File: config.mk
export PLATFORM = sky130hd
export DESIGN_NAME = network_tx_queue
export DESIGN_NICKNAME = d
export VERILOG_FILES = /design/src/rtl/network_tx_queue.sv
export SDC_FILE = /design/constraint.sdc
export NUM_CORES = 1
export LEC_CHECK = 0
export CORE_MARGIN = 4
export CORE_UTILIZATION = 25
export CTS_CLUSTER_DIAMETER = 40
export DETAILED_ROUTE_END_ITERATION = 6
export PLACE_DENSITY = 0.43
export SYNTH_ARGS = -nofsm -noshare
export SYNTH_HDL_FRONTEND = slang
export SYNTH_SLANG_ARGS = --single-unit
File: constraint.sdc
create_clock -name clk -period 2.9 [get_ports clk]
set_clock_uncertainty 0.2 [all_clocks]
set_input_delay 0.435 -clock clk [delete_from_list [all_inputs] [get_ports clk]]
set_output_delay 0.435 -clock clk [all_outputs]
set_load 0.005 [all_outputs]
File: src/rtl/network_tx_queue.sv
// network_tx_queue: elastic TX FIFO between the RPC serialization stage and
// the network port. Pushes are valid-only strobes without backpressure. Drains
// use a valid/ready handshake. The block reports occupancy and almost-full,
// and keeps a saturating count of packets dropped on overflow.

package network_tx_pkg;

  typedef struct packed {
    logic [15:0] conn_id;
    logic [15:0] payload_size;
  } net_hdr_t;

  typedef struct packed {
    net_hdr_t    hdr;
    logic [63:0] payload;
  } NetworkPacketInternal;

endpackage

module network_tx_queue
  import network_tx_pkg::*;
#(
  parameter logic [31:0] NIC_ID    = 32'h0,
  parameter int          DEPTH     = 16,
  parameter int          AFULL_THR = 12
) (
  input  logic                         clk,
  input  logic                         reset_n,
  input  NetworkPacketInternal         network_tx_in,
  input  logic                         network_tx_valid_in,
  input  logic                         flush_in,
  output NetworkPacketInternal         network_tx_out,
  output logic                         network_tx_valid_out,
  input  logic                         network_tx_ready_in,
  output logic [$clog2(DEPTH+1)-1:0]   count_out,
  output logic                         almost_full_out,
  output logic [31:0]                  drop_cnt_out
);

  localparam int AW = $clog2(DEPTH);
  localparam int CW = $clog2(DEPTH + 1);

  localparam logic [CW-1:0] DEPTH_C = CW'(DEPTH);
  localparam logic [CW-1:0] AFULL_C = CW'(AFULL_THR);

  // An illegal configuration elaborates this block; the instance id is kept
  // here so that it is visible in the elaborated hierarchy for debug.
  if ((DEPTH < 2) || ((DEPTH & (DEPTH - 1)) != 0) ||
      (AFULL_THR < 1) || (AFULL_THR > DEPTH)) begin : g_invalid_cfg
    logic [31:0] bad_cfg_nic_id_s;
    assign bad_cfg_nic_id_s = NIC_ID;
  end

  // Reset synchronizer: assertion passes straight through, release is
  // aligned to clk after two edges.
  logic [1:0] rst_sync_q;
  logic [1:0] rst_sync_d;
  logic       rst_n_s;

  NetworkPacketInternal mem_q [DEPTH];

  logic [AW-1:0] wr_ptr_q, wr_ptr_d;
  logic [AW-1:0] rd_ptr_q, rd_ptr_d;
  logic [CW-1:0] count_q, count_d;
  logic          valid_q, valid_d;
  logic          afull_q, afull_d;
  logic [31:0]   drop_cnt_q, drop_cnt_d;

  logic full_s;
  logic pop_s;
  logic push_s;
  logic drop_s;
  logic mem_we_s;

  // Shift a one into the synchronizer each cycle once reset_n is high.
  always_comb begin
    rst_sync_d = {rst_sync_q[0], 1'b1};
  end

  // Reset synchronizer flops, cleared asynchronously by reset_n.
  always_ff @(posedge clk or negedge reset_n) begin
    if (!reset_n) begin
      rst_sync_q <= 2'b00;
    end else begin
      rst_sync_q <= rst_sync_d;
    end
  end

  assign rst_n_s = rst_sync_q[1];

  // Handshake decode, pointer/count next state, drop accounting and flags.
  always_comb begin
    wr_ptr_d   = wr_ptr_q;
    rd_ptr_d   = rd_ptr_q;
    count_d    = count_q;
    drop_cnt_d = drop_cnt_q;
    mem_we_s   = 1'b0;

    full_s = (count_q == DEPTH_C);
    pop_s  = valid_q && network_tx_ready_in;
    push_s = network_tx_valid_in && (!full_s || pop_s);
    drop_s = network_tx_valid_in && full_s && !pop_s;

    if (flush_in) begin
      // Flush wins: concurrent push is discarded silently, drops are kept.
      wr_ptr_d = {AW{1'b0}};
      rd_ptr_d = {AW{1'b0}};
      count_d  = {CW{1'b0}};
    end else begin
      if (push_s) begin
        mem_we_s = 1'b1;
        wr_ptr_d = wr_ptr_q + AW'(1'b1);
      end else begin
        wr_ptr_d = wr_ptr_q;
      end

      if (pop_s) begin
        rd_ptr_d = rd_ptr_q + AW'(1'b1);
      end else begin
        rd_ptr_d = rd_ptr_q;
      end

      case ({push_s, pop_s})
        2'b10:   count_d = count_q + CW'(1'b1);
        2'b01:   count_d = count_q - CW'(1'b1);
        default: count_d = count_q;
      endcase

      if (drop_s && (drop_cnt_q != 32'hFFFF_FFFF)) begin
        drop_cnt_d = drop_cnt_q + 32'd1;
      end else begin
        drop_cnt_d = drop_cnt_q;
      end
    end

    // Flags follow next-state count so they line up with count_out.
    valid_d = (count_d != {CW{1'b0}});
    afull_d = (count_d >= AFULL_C);
  end

  // Control state registers with asynchronous reset.
  always_ff @(posedge clk or negedge rst_n_s) begin
    if (!rst_n_s) begin
      wr_ptr_q   <= {AW{1'b0}};
      rd_ptr_q   <= {AW{1'b0}};
      count_q    <= {CW{1'b0}};
      valid_q    <= 1'b0;
      afull_q    <= 1'b0;
      drop_cnt_q <= 32'd0;
    end else begin
      wr_ptr_q   <= wr_ptr_d;
      rd_ptr_q   <= rd_ptr_d;
      count_q    <= count_d;
      valid_q    <= valid_d;
      afull_q    <= afull_d;
      drop_cnt_q <= drop_cnt_d;
    end
  end

  // Packet storage; intentionally not reset, contents are qualified by valid.
  always_ff @(posedge clk) begin
    if (mem_we_s) begin
      mem_q[wr_ptr_q] <= network_tx_in;
    end
  end

  assign network_tx_out       = mem_q[rd_ptr_q];
  assign network_tx_valid_out = valid_q;
  assign count_out            = count_q;
  assign almost_full_out      = afull_q;
  assign drop_cnt_out         = drop_cnt_q;

endmodule
==> results by stage, run 1 <==
Timing:
- Derived from the worst setup path, the maximum achievable clock frequency is 0.2568 GHz.
- Setup repair after global routing could not meet its margin everywhere.
- Dividing the final minimum period by the clock period gives 1.343.
- Setup violations remaining at the end of the flow were counted as 96.
- The clock period minus worst slack is 3.895 ns.
- The worst setup slack after layout is -0.9947 ns.
- The worst pin sits at a relative slew slack of 0.4821.
- The number of hold violations in the final report is 0.
- The final number of max-transition violations is 0.
- The slew of the pin with the lowest slew margin is 0.7768 ns.

Die:
- The die covers 247700 sq um.
- In this run the vertical extent of the chip is 497.7 um.
- The total area inside the core boundary comes to 238300 sq um.
- The width of the die is 497.7 um.
- The floorplan has 179 rows.
- The number of ports placed on the die boundary is 236.
- For this configuration, the core starts out at a cell density of 0.2516.

Synth:
- The commonest register cell after synthesis is sky130_fd_sc_hd__edfxtp_1.
- In this run the mean area of a mapped cell was 25.18 sq um.
- The count of flip-flops with a built-in enable after synthesis is 1536.
- The synthesized design contains 1585 register bits.
- Of the synthesized area, sequential elements account for 0.7898.
- The number of warnings printed during yosys synthesis is 0.
- The post-synthesis cell area is 59950 sq um.
- Counting every instance in the synthesized netlist gives 2381.
- Of all flip-flops after synthesis, the portion carrying an async set or reset was 0.03091.
- Synthesis instantiated 54 different standard cells from the library.
- The net count after synthesis is 2489.

Power:
- Cell internal power was estimated by the tool at 0.05217 W.
- The share of total power dissipated in combinational logic is 0.139.
- Of the total power, the clock network draws 0.480.
- Of the total power, registers draw 0.381.
- The total power consumption of the routed design is 0.06707 W.
- For this design the total switching power over the nets is 0.01490 W.
- The power per cell area is 819.6 nW/um^2.
- Of the total power, the share spent switching nets is 0.2221.
- IR analysis of the VDD net gives a maximum drop of 518.8 uV.
- The cell leakage power is 26.07 nW.

Route:
- For this block, the routed nets add up to 166.5 mm of wire.
- In the routed layout, each cell is associated on average with a via count of 4.420.
- The remaining antenna violation count is 0.
- The via count of the routed design is 29074.
- The wire length per cell after detailed routing is 25.32 um.
- In this run, the number of DRC markers left after iteration 0 of detailed routing was 1959.
- The detailed-route DRC error count is 0.
- The number of optimization iterations in the first detailed-route pass is 5.

Critical path:
- STA classifies the critical path startpoint as a register.
- The worst endpoint required time is 2.27 ns.
- The endpoint arrival time on the critical path is 3.26 ns.
- The critical path capture point type is an output pin.
- The highest net fanout along the worst path is 5.
- The critical path start-end classification is reg -> out.

Clock tree:
- Counting along the longest clock path gives a buffer depth of 4.
- The cell at the root of the clock tree is sky130_fd_sc_hd__clkbuf_16.
- TritonCTS built the clock tree.
- The tree built by TritonCTS fans out to 1585 sinks.
- Clock-pin slew was measured on the worst setup and hold paths at 0.05 ns.
- The total clock buffers created by CTS is 279.
- The H-tree was split into 5 levels.
- The source-to-sink clock delay at the later pin of the worst-skew pair is 0.86 ns.

Status:
- The checks that failed: negative setup slack.
- The run finished, with violations left.

Placement:
- Routability-driven placement finished with a final weighted congestion of 0.7478.
- In this run the tool buffered the top-level ports with 235 buffer cells.
- Summed over all nets, the half-perimeter wirelength after detailed placement is 100.5 mm.
- After detailed placement, the design holds a cell count of 5968.

Cells and area:
- The combined area of the multi-input logic cells is 12260 sq um.
- Leaving out fill and tap cells, the most frequent cells in the layout are sky130_fd_sc_hd__edfxtp_1 (1536), sky130_fd_sc_hd__mux4_2 (480), sky130_fd_sc_hd__clkbuf_16 (293), sky130_fd_sc_hd__buf_12 (222), sky130_fd_sc_hd__clkdlybuf4s50_1 (139).
- The final layout contains 3310 nets.
- The number of cells in the finished layout apart from fillers is 6578.
- Of the cells placed in the final design, the portion with a size suffix greater than 1 is 0.4323.
- Across the whole layout, storage elements account for 47370 sq um.
- The commonest non-fill, non-tap cell in the layout is sky130_fd_sc_hd__edfxtp_1.
- Fill cells in the final layout number 22012.
- Compared with the post-synthesis result, the final layout area differs by 36.50%.

Global routing:
- The first-pass GRT wire length is 238.3 mm.
- Across every metal layer, demand over resource in global routing totals 0.1329.
- After global routing the overflow that remains totals 0.
- The number of antenna violations at the first check in global routing is 24.
- The largest net degree at the start of global routing is 41.
- The via count of the first global-routing pass is 31428.

Flow run:
- The total of max-cap violations is 0.

Hold path:
- The path class of the tightest hold or removal check is in -> async.
## cell type report
cell class | instances | area share
timing repair buffer | 653 | 0.1092
inverter | 5 | 0.0002293
tap | 3167 | 0.04842
clock buffer | 311 | 0.08886
antenna | 8 | 0.0002446
clock inverter | 171 | 0.02434
multi-input combinational | 678 | 0.1499
sequential | 1585 | 0.5789
## cells by family after synthesis
| kind of cell | synth area share |
|---|---|
| flip-flops | 0.7898 |
| multiplexers | 0.1809 |
| AND/OR/NAND/NOR | 0.01139 |
| buffers and inverters | 0.008515 |
| XOR/XNOR | 0.005405 |
| AO/OA/AOI/OAI | 0.002463 |
| adder cells (fa/ha/maj) | 0.001461 |
| other | 0.00006255 |
## power groups by stage
| stage | Clock (W) | Sequential, W | Combinational [W] |
|---|---|---|---|
| global placement | 0 | 0.0260 | 0.00764 |
| floorplan | 0 | 0.0259 | 0.00425 |
| global route | 0.0342 | 0.0255 | 0.0100 |
| finish | 0.0322 | 0.0255 | 0.00933 |
| detailed placement | 0 | 0.0260 | 0.00774 |
| CTS | 0.0330 | 0.0255 | 0.00901 |
## layer usage
layer | routed length [um] | vias up | GRT usage
li1 | - | 12137 | -
met1 | 69770 | 15884 | 0.1692
met2 | 85030 | 760 | 0.2281
met3 | 7806 | 281 | 0.02936
met4 | 3832 | 12 | 0.03697
met5 | 82 | - | 0
## worst max-delay path, cell delays in order (launching register included)
cell and delay [ns]:
sky130_fd_sc_hd__dfrtp_4 0.55, sky130_fd_sc_hd__buf_12 0.17, sky130_fd_sc_hd__buf_16 0.15, sky130_fd_sc_hd__buf_12 0.15, sky130_fd_sc_hd__buf_12 0.12, sky130_fd_sc_hd__buf_8 0.12
sky130_fd_sc_hd__mux4_2 0.42, sky130_fd_sc_hd__mux4_2 0.54, sky130_fd_sc_hd__buf_6 0.15
## stage by stage
stage               setup TNS [ns]  instance area [sq um]  hold slack, ns    util  setup slack (ns)
global route                -94.56                  81820         0.03833  0.3434            -1.112
finish                      -80.61                  81830          0.1000  0.3434           -0.9947
detailed placement         -214.16                  70730          0.1401  0.2968           -0.3234
CTS                         -90.79                  81180        0.007019  0.3407            -1.199
global placement           -210.19                  70730          0.1363  0.2968           -0.3229
floorplan                  -834.44                  60130        -0.06059       -            -1.230
## path summary, 6_finish.rpt
check / startpoint / endpoint / slack, ns / cells after the start
setup / recovery: rd_ptr_q[0]$_DFFE_PN0P_ / network_tx_out[4] / -0.99 / 8
hold / removal: reset_n / rst_sync_q[0]$_DFF_PN0_ / 0.10 / 2
setup reg to reg: network_tx_valid_out$_DFF_PN0_ / network_tx_valid_out$_DFF_PN0_ / 0.30 / 8
hold reg to reg: rst_sync_q[1]$_DFF_PN0_ / drop_cnt_out[0]$_DFFE_PN0P_ / 0.14 / 0
max in group asynchronous: rst_sync_q[1]$_DFF_PN0_ / drop_cnt_out[15]$_DFFE_PN0P_ / 1.63 / 1
min in group clk: rst_sync_q[0]$_DFF_PN0_ / rst_sync_q[1]$_DFF_PN0_ / 0.15 / 0
## registers in the layout, summed over array words and instances, names as in the netlist
name	count
count_out	5
network_tx_valid_out	1
wr_ptr_q	4
rst_sync_q	2
rd_ptr_q	4
drop_cnt_out	32
almost_full_out	1
mem_q	1536
## synthesized netlist by cell type, types with 4 or more instances
library cell	number	area [sq um]
sky130_fd_sc_hd__edfxtp_1	1536	46120
sky130_fd_sc_hd__mux4_2	480	10810
sky130_fd_sc_hd__clkbuf_1	59	221.5
sky130_fd_sc_hd__dfrtp_1	49	1226
sky130_fd_sc_hd__buf_2	44	220.2
sky130_fd_sc_hd__nor2_1	32	120.1
sky130_fd_sc_hd__nand2_1	26	97.59
sky130_fd_sc_hd__xor2_1	20	175.2
sky130_fd_sc_hd__xnor2_1	17	148.9
sky130_fd_sc_hd__nand4_1	13	81.33
sky130_fd_sc_hd__nor3_1	13	65.06
sky130_fd_sc_hd__nand3_1	12	60.06
sky130_fd_sc_hd__buf_1	7	26.28
sky130_fd_sc_hd__ha_1	7	87.58
sky130_fd_sc_hd__nor4_1	6	37.54
sky130_fd_sc_hd__inv_1	5	18.77
sky130_fd_sc_hd__a21oi_1	4	20.02
sky130_fd_sc_hd__and3_1	4	25.02
sky130_fd_sc_hd__or3_1	4	25.02
## what timing repair did
action                                  4_1_cts  5_1_grt
gates cloned                                 11        6
gates resized for setup                     448      147
buffers inserted                             65       59
hold buffers                                  1        0
endpoints found under the setup margin       96       96
hold endpoints to repair                      2        0
(Power assumes the default switching activity.)
==> run 2, diff against run 1 <==
- PLACE_DENSITY: 0.43 -> 0.38
==> run 2 against run 1 <==
Compared with the run above: the run still ends with negative setup slack left; power increased by 4.2%; non-clock buffer count increased by 40; critical path depth unchanged; via count increased by 1.5%; count of clock-buffer cells in the layout increased by 22; core utilization increased by 0.60 points; routed wire length increased by 4.6%; cell count increased by 1.2%; clock power increased by 7.1%; worst hold slack improved by 0.052 ns; register-to-register slack got worse by 0.14 ns.
==> results by stage, run 2 (synthesis gave the netlist of run 1 again) <==
Route:
- The routed layout has 29516 vias.
- The detailed-route vias per instance is 4.435.
- The number of optimization iterations in the first detailed-route pass is 5.
- The count of nets left with antenna violations once routing finished came out at 0.
- The wire length reported by the detailed router is 174.2 mm.
- The detailed-route DRC error count is 0.
- The detailed router's first-iteration violation count is 1978.
- Dividing the detail-routed wire length by the instance count gives 26.18 um.

Timing:
- The achievable clock frequency is 0.2569 GHz.
- The slew of the pin with the lowest slew margin is 0.8435 ns.
- The number of hold violations in the final report is 0.
- On the final layout, the worst hold slack is 0.1516 ns.
- The clock period minus worst slack is 3.892 ns.
- The worst setup slack after layout is -0.9923 ns.
- The period utilization is 1.342.
- Setup repair after global routing could not meet its margin everywhere.
- The final number of max-transition violations is 0.
- The number of setup violations in the final report is 96.
- The max-slew headroom at the worst pin is 0.4377.

Placement:
- In this run the tool buffered the top-level ports with 235 buffer cells.
- The post-DP HPWL is 105.2 mm.
- At the end of routability-driven placement, the weighted congestion stood at 0.7292.
- The number of placed instances with taps included is 5977.
- After detailed placement, the total cell area comes to 70930 sq um.
- The post-placement setup slack is -0.3744 ns.

Global routing:
- The via count of the first global-routing pass came to 32392.
- The leftover overflow at the end of global routing is 0.
- The first global-routing pass estimated 248.6 mm of wire.
- The total routing resource utilization after global routing is 0.1398.
- The number of antenna violations at the first check in global routing is 23.
- Entering global routing, the biggest net connects 43 pins.

Cells and area:
- Summing all multi-input logic gate instances after layout gives 12260 sq um.
- Compared with the post-synthesis result, the final layout area differs by 38.89%.
- The number of cells in the finished layout apart from fillers is 6655.
- For this run, the post-layout net count is 3373.
- The finished cells cover 83270 sq um.
- The register name with the most flops is mem_q.
- The combined flip-flop and latch cell area is 47370 sq um.
- The number of fillers in the final layout is 21948.
- The top cell types in the final layout, fill and taps aside, are sky130_fd_sc_hd__edfxtp_1 (1536), sky130_fd_sc_hd__mux4_2 (480), sky130_fd_sc_hd__clkbuf_16 (308), sky130_fd_sc_hd__buf_12 (238), sky130_fd_sc_hd__clkdlybuf4s50_1 (139).
- Of the cells placed in the final design, the portion with a size suffix greater than 1 is 0.4439.
- Once layout is complete, the utilization of the core stands at 0.3494.
- Leaving out fill and tap cells, the most frequent cell in the layout is sky130_fd_sc_hd__edfxtp_1.
- The flip-flop count of the largest register after layout is 1536.

Critical path:
- Tracing the worst setup path back leads to its startpoint at rd_ptr_q[0]$_DFFE_PN0P_.
- STA classifies the critical path endpoint as an output pin.
- The endpoint arrival time on the critical path is 3.26 ns.
- By instance count, the cell type seen most on the critical path is sky130_fd_sc_hd__buf_12.
- The cell with the largest stage delay on the worst path is sky130_fd_sc_hd__mux4_2.
- The category of the worst setup path launch point is a register.
- The worst endpoint required time is 2.27 ns.
- The number of buffers and inverters on the critical path is 6.
- In this design, the stage delay of the slowest critical-path cell is 0.53 ns.
- The startpoint identified for the worst register-to-register timing path is network_tx_valid_out$_DFF_PN0_.
- Traced cell by cell, the critical path runs through buf_12, buf_16, buf_12, buf_16, buf_12, mux4_2, mux4_2, buf_6.
- In this run the worst path has a maximum fanout of 6.
- The critical path start-end classification is reg -> out.
- The kind of cell with the highest combined delay along the critical path is multiplexers.

Clock tree:
- Clock tree synthesis selected as its root buffer the cell sky130_fd_sc_hd__clkbuf_16.
- Clock latency on the worst-skew pair, taken at its later pin, is 0.90 ns.
- The H-tree depth is 5.
- The number of sinks on the clock net is 1585.
- The total clock buffers created by CTS is 302.
- The clock tree from TritonCTS is built.
- After clock tree synthesis, the clock-pin slew on the worst setup and hold paths is 0.05 ns.
- The number of buffers on the longest clock path is 4.

Die:
- The width of the die is 497.7 um.
- The initial utilization of the core area, before any placement, comes to 0.2516.
- The floorplan has 179 rows.
- The core box area is 238300 sq um.
- The die area is 247700 sq um.
- For this design the top-level I/O count stands at 236.
- The die span in y is 497.7 um.

Flow run:
- Across the run, the number of max-cap violations was 0.

Status:
- The run finished, with violations left.
- The final reports fail on negative setup slack.

Hold path:
- The startpoint identified for the worst hold timing path is rst_sync_q[0]$_DFF_PN0_.
- The path type of the worst min-delay path is reg -> reg.

Power:
- The cell leakage power is 26.73 nW.
- The power per cell area is 839.5 nW/um^2.
- The worst-case IR drop observed on VDD is 478.8 uV.
-- run 2: power breakdown --
| part | switching (W) | total [W] | internal [W] |
|---|---|---|---|
| clock network | 0.0119 | 0.0345 | 0.0226 |
| registers | 0.000139 | 0.0256 | 0.0254 |
| logic | 0.00394 | 0.00984 | 0.00590 |
| total | 0.0159 | 0.0699 | 0.0540 |
-- run 2: path summary, 6_finish.rpt --
| check | end | slack (ns) | cells after the start |
|---|---|---|---|
| max reg2reg | network_tx_valid_out$_DFF_PN0_ | 0.16 | 8 |
| min in group asynchronous | drop_cnt_out[0]$_DFFE_PN0P_ | 0.16 | 0 |
| min | rst_sync_q[1]$_DFF_PN0_ | 0.15 | 0 |
| max in group asynchronous | drop_cnt_out[23]$_DFFE_PN0P_ | 1.60 | 1 |
| min reg2reg | rst_sync_q[1]$_DFF_PN0_ | 0.15 | 0 |
| max | network_tx_out[73] | -0.99 | 8 |
-- run 2: repair_timing --
| item | CTS | global route |
|---|---|---|
| gates cloned | 23 | 0 |
| hold buffers | 2 | 0 |
| setup endpoints to repair | 96 | 96 |
| endpoints found under the hold margin | 2 | 0 |
| buffers inserted | 110 | 34 |
| gates resized for setup | 548 | 45 |
-- run 2: cell type report --
type | instances | area share
clock inverter | 191 | 0.02681
sequential | 1585 | 0.5689
antenna | 3 | 0.00009016
tap | 3167 | 0.04759
timing repair buffer | 693 | 0.1154
clock buffer | 333 | 0.09369
multi-input combinational | 678 | 0.1473
inverter | 5 | 0.0002254
-- run 2: metal layers --
layer | wire (um) | track usage | part of all wire
met1 | 75290 | 0.1821 | 0.43
met2 | 87560 | 0.2369 | 0.50
met3 | 7805 | 0.03049 | 0.045
met4 | 3515 | 0.03563 | 0.020
met5 | 70 | 0 | 0.00040
-- run 2: per-stage QoR --
step                total power (W)  setup TNS [ns]
floorplan                   0.03019         -834.44
global placement            0.03367         -299.90
detailed placement          0.03377         -337.98
CTS                         0.07093          -94.51
global route                0.07265          -93.99
finish                      0.06990          -81.63
-- run 2: worst register-to-register path, cell delays in order, from the launching register on --
cell	delay (ns)
sky130_fd_sc_hd__dfrtp_2	0.50
sky130_fd_sc_hd__nand3b_1	0.16
sky130_fd_sc_hd__xnor2_1	0.16
sky130_fd_sc_hd__ha_1	0.26
sky130_fd_sc_hd__nor4_1	0.22
sky130_fd_sc_hd__nand2_1	0.09
sky130_fd_sc_hd__a2bb2oi_1	0.20
sky130_fd_sc_hd__mux2_4	0.33
sky130_fd_sc_hd__or4_1	0.48
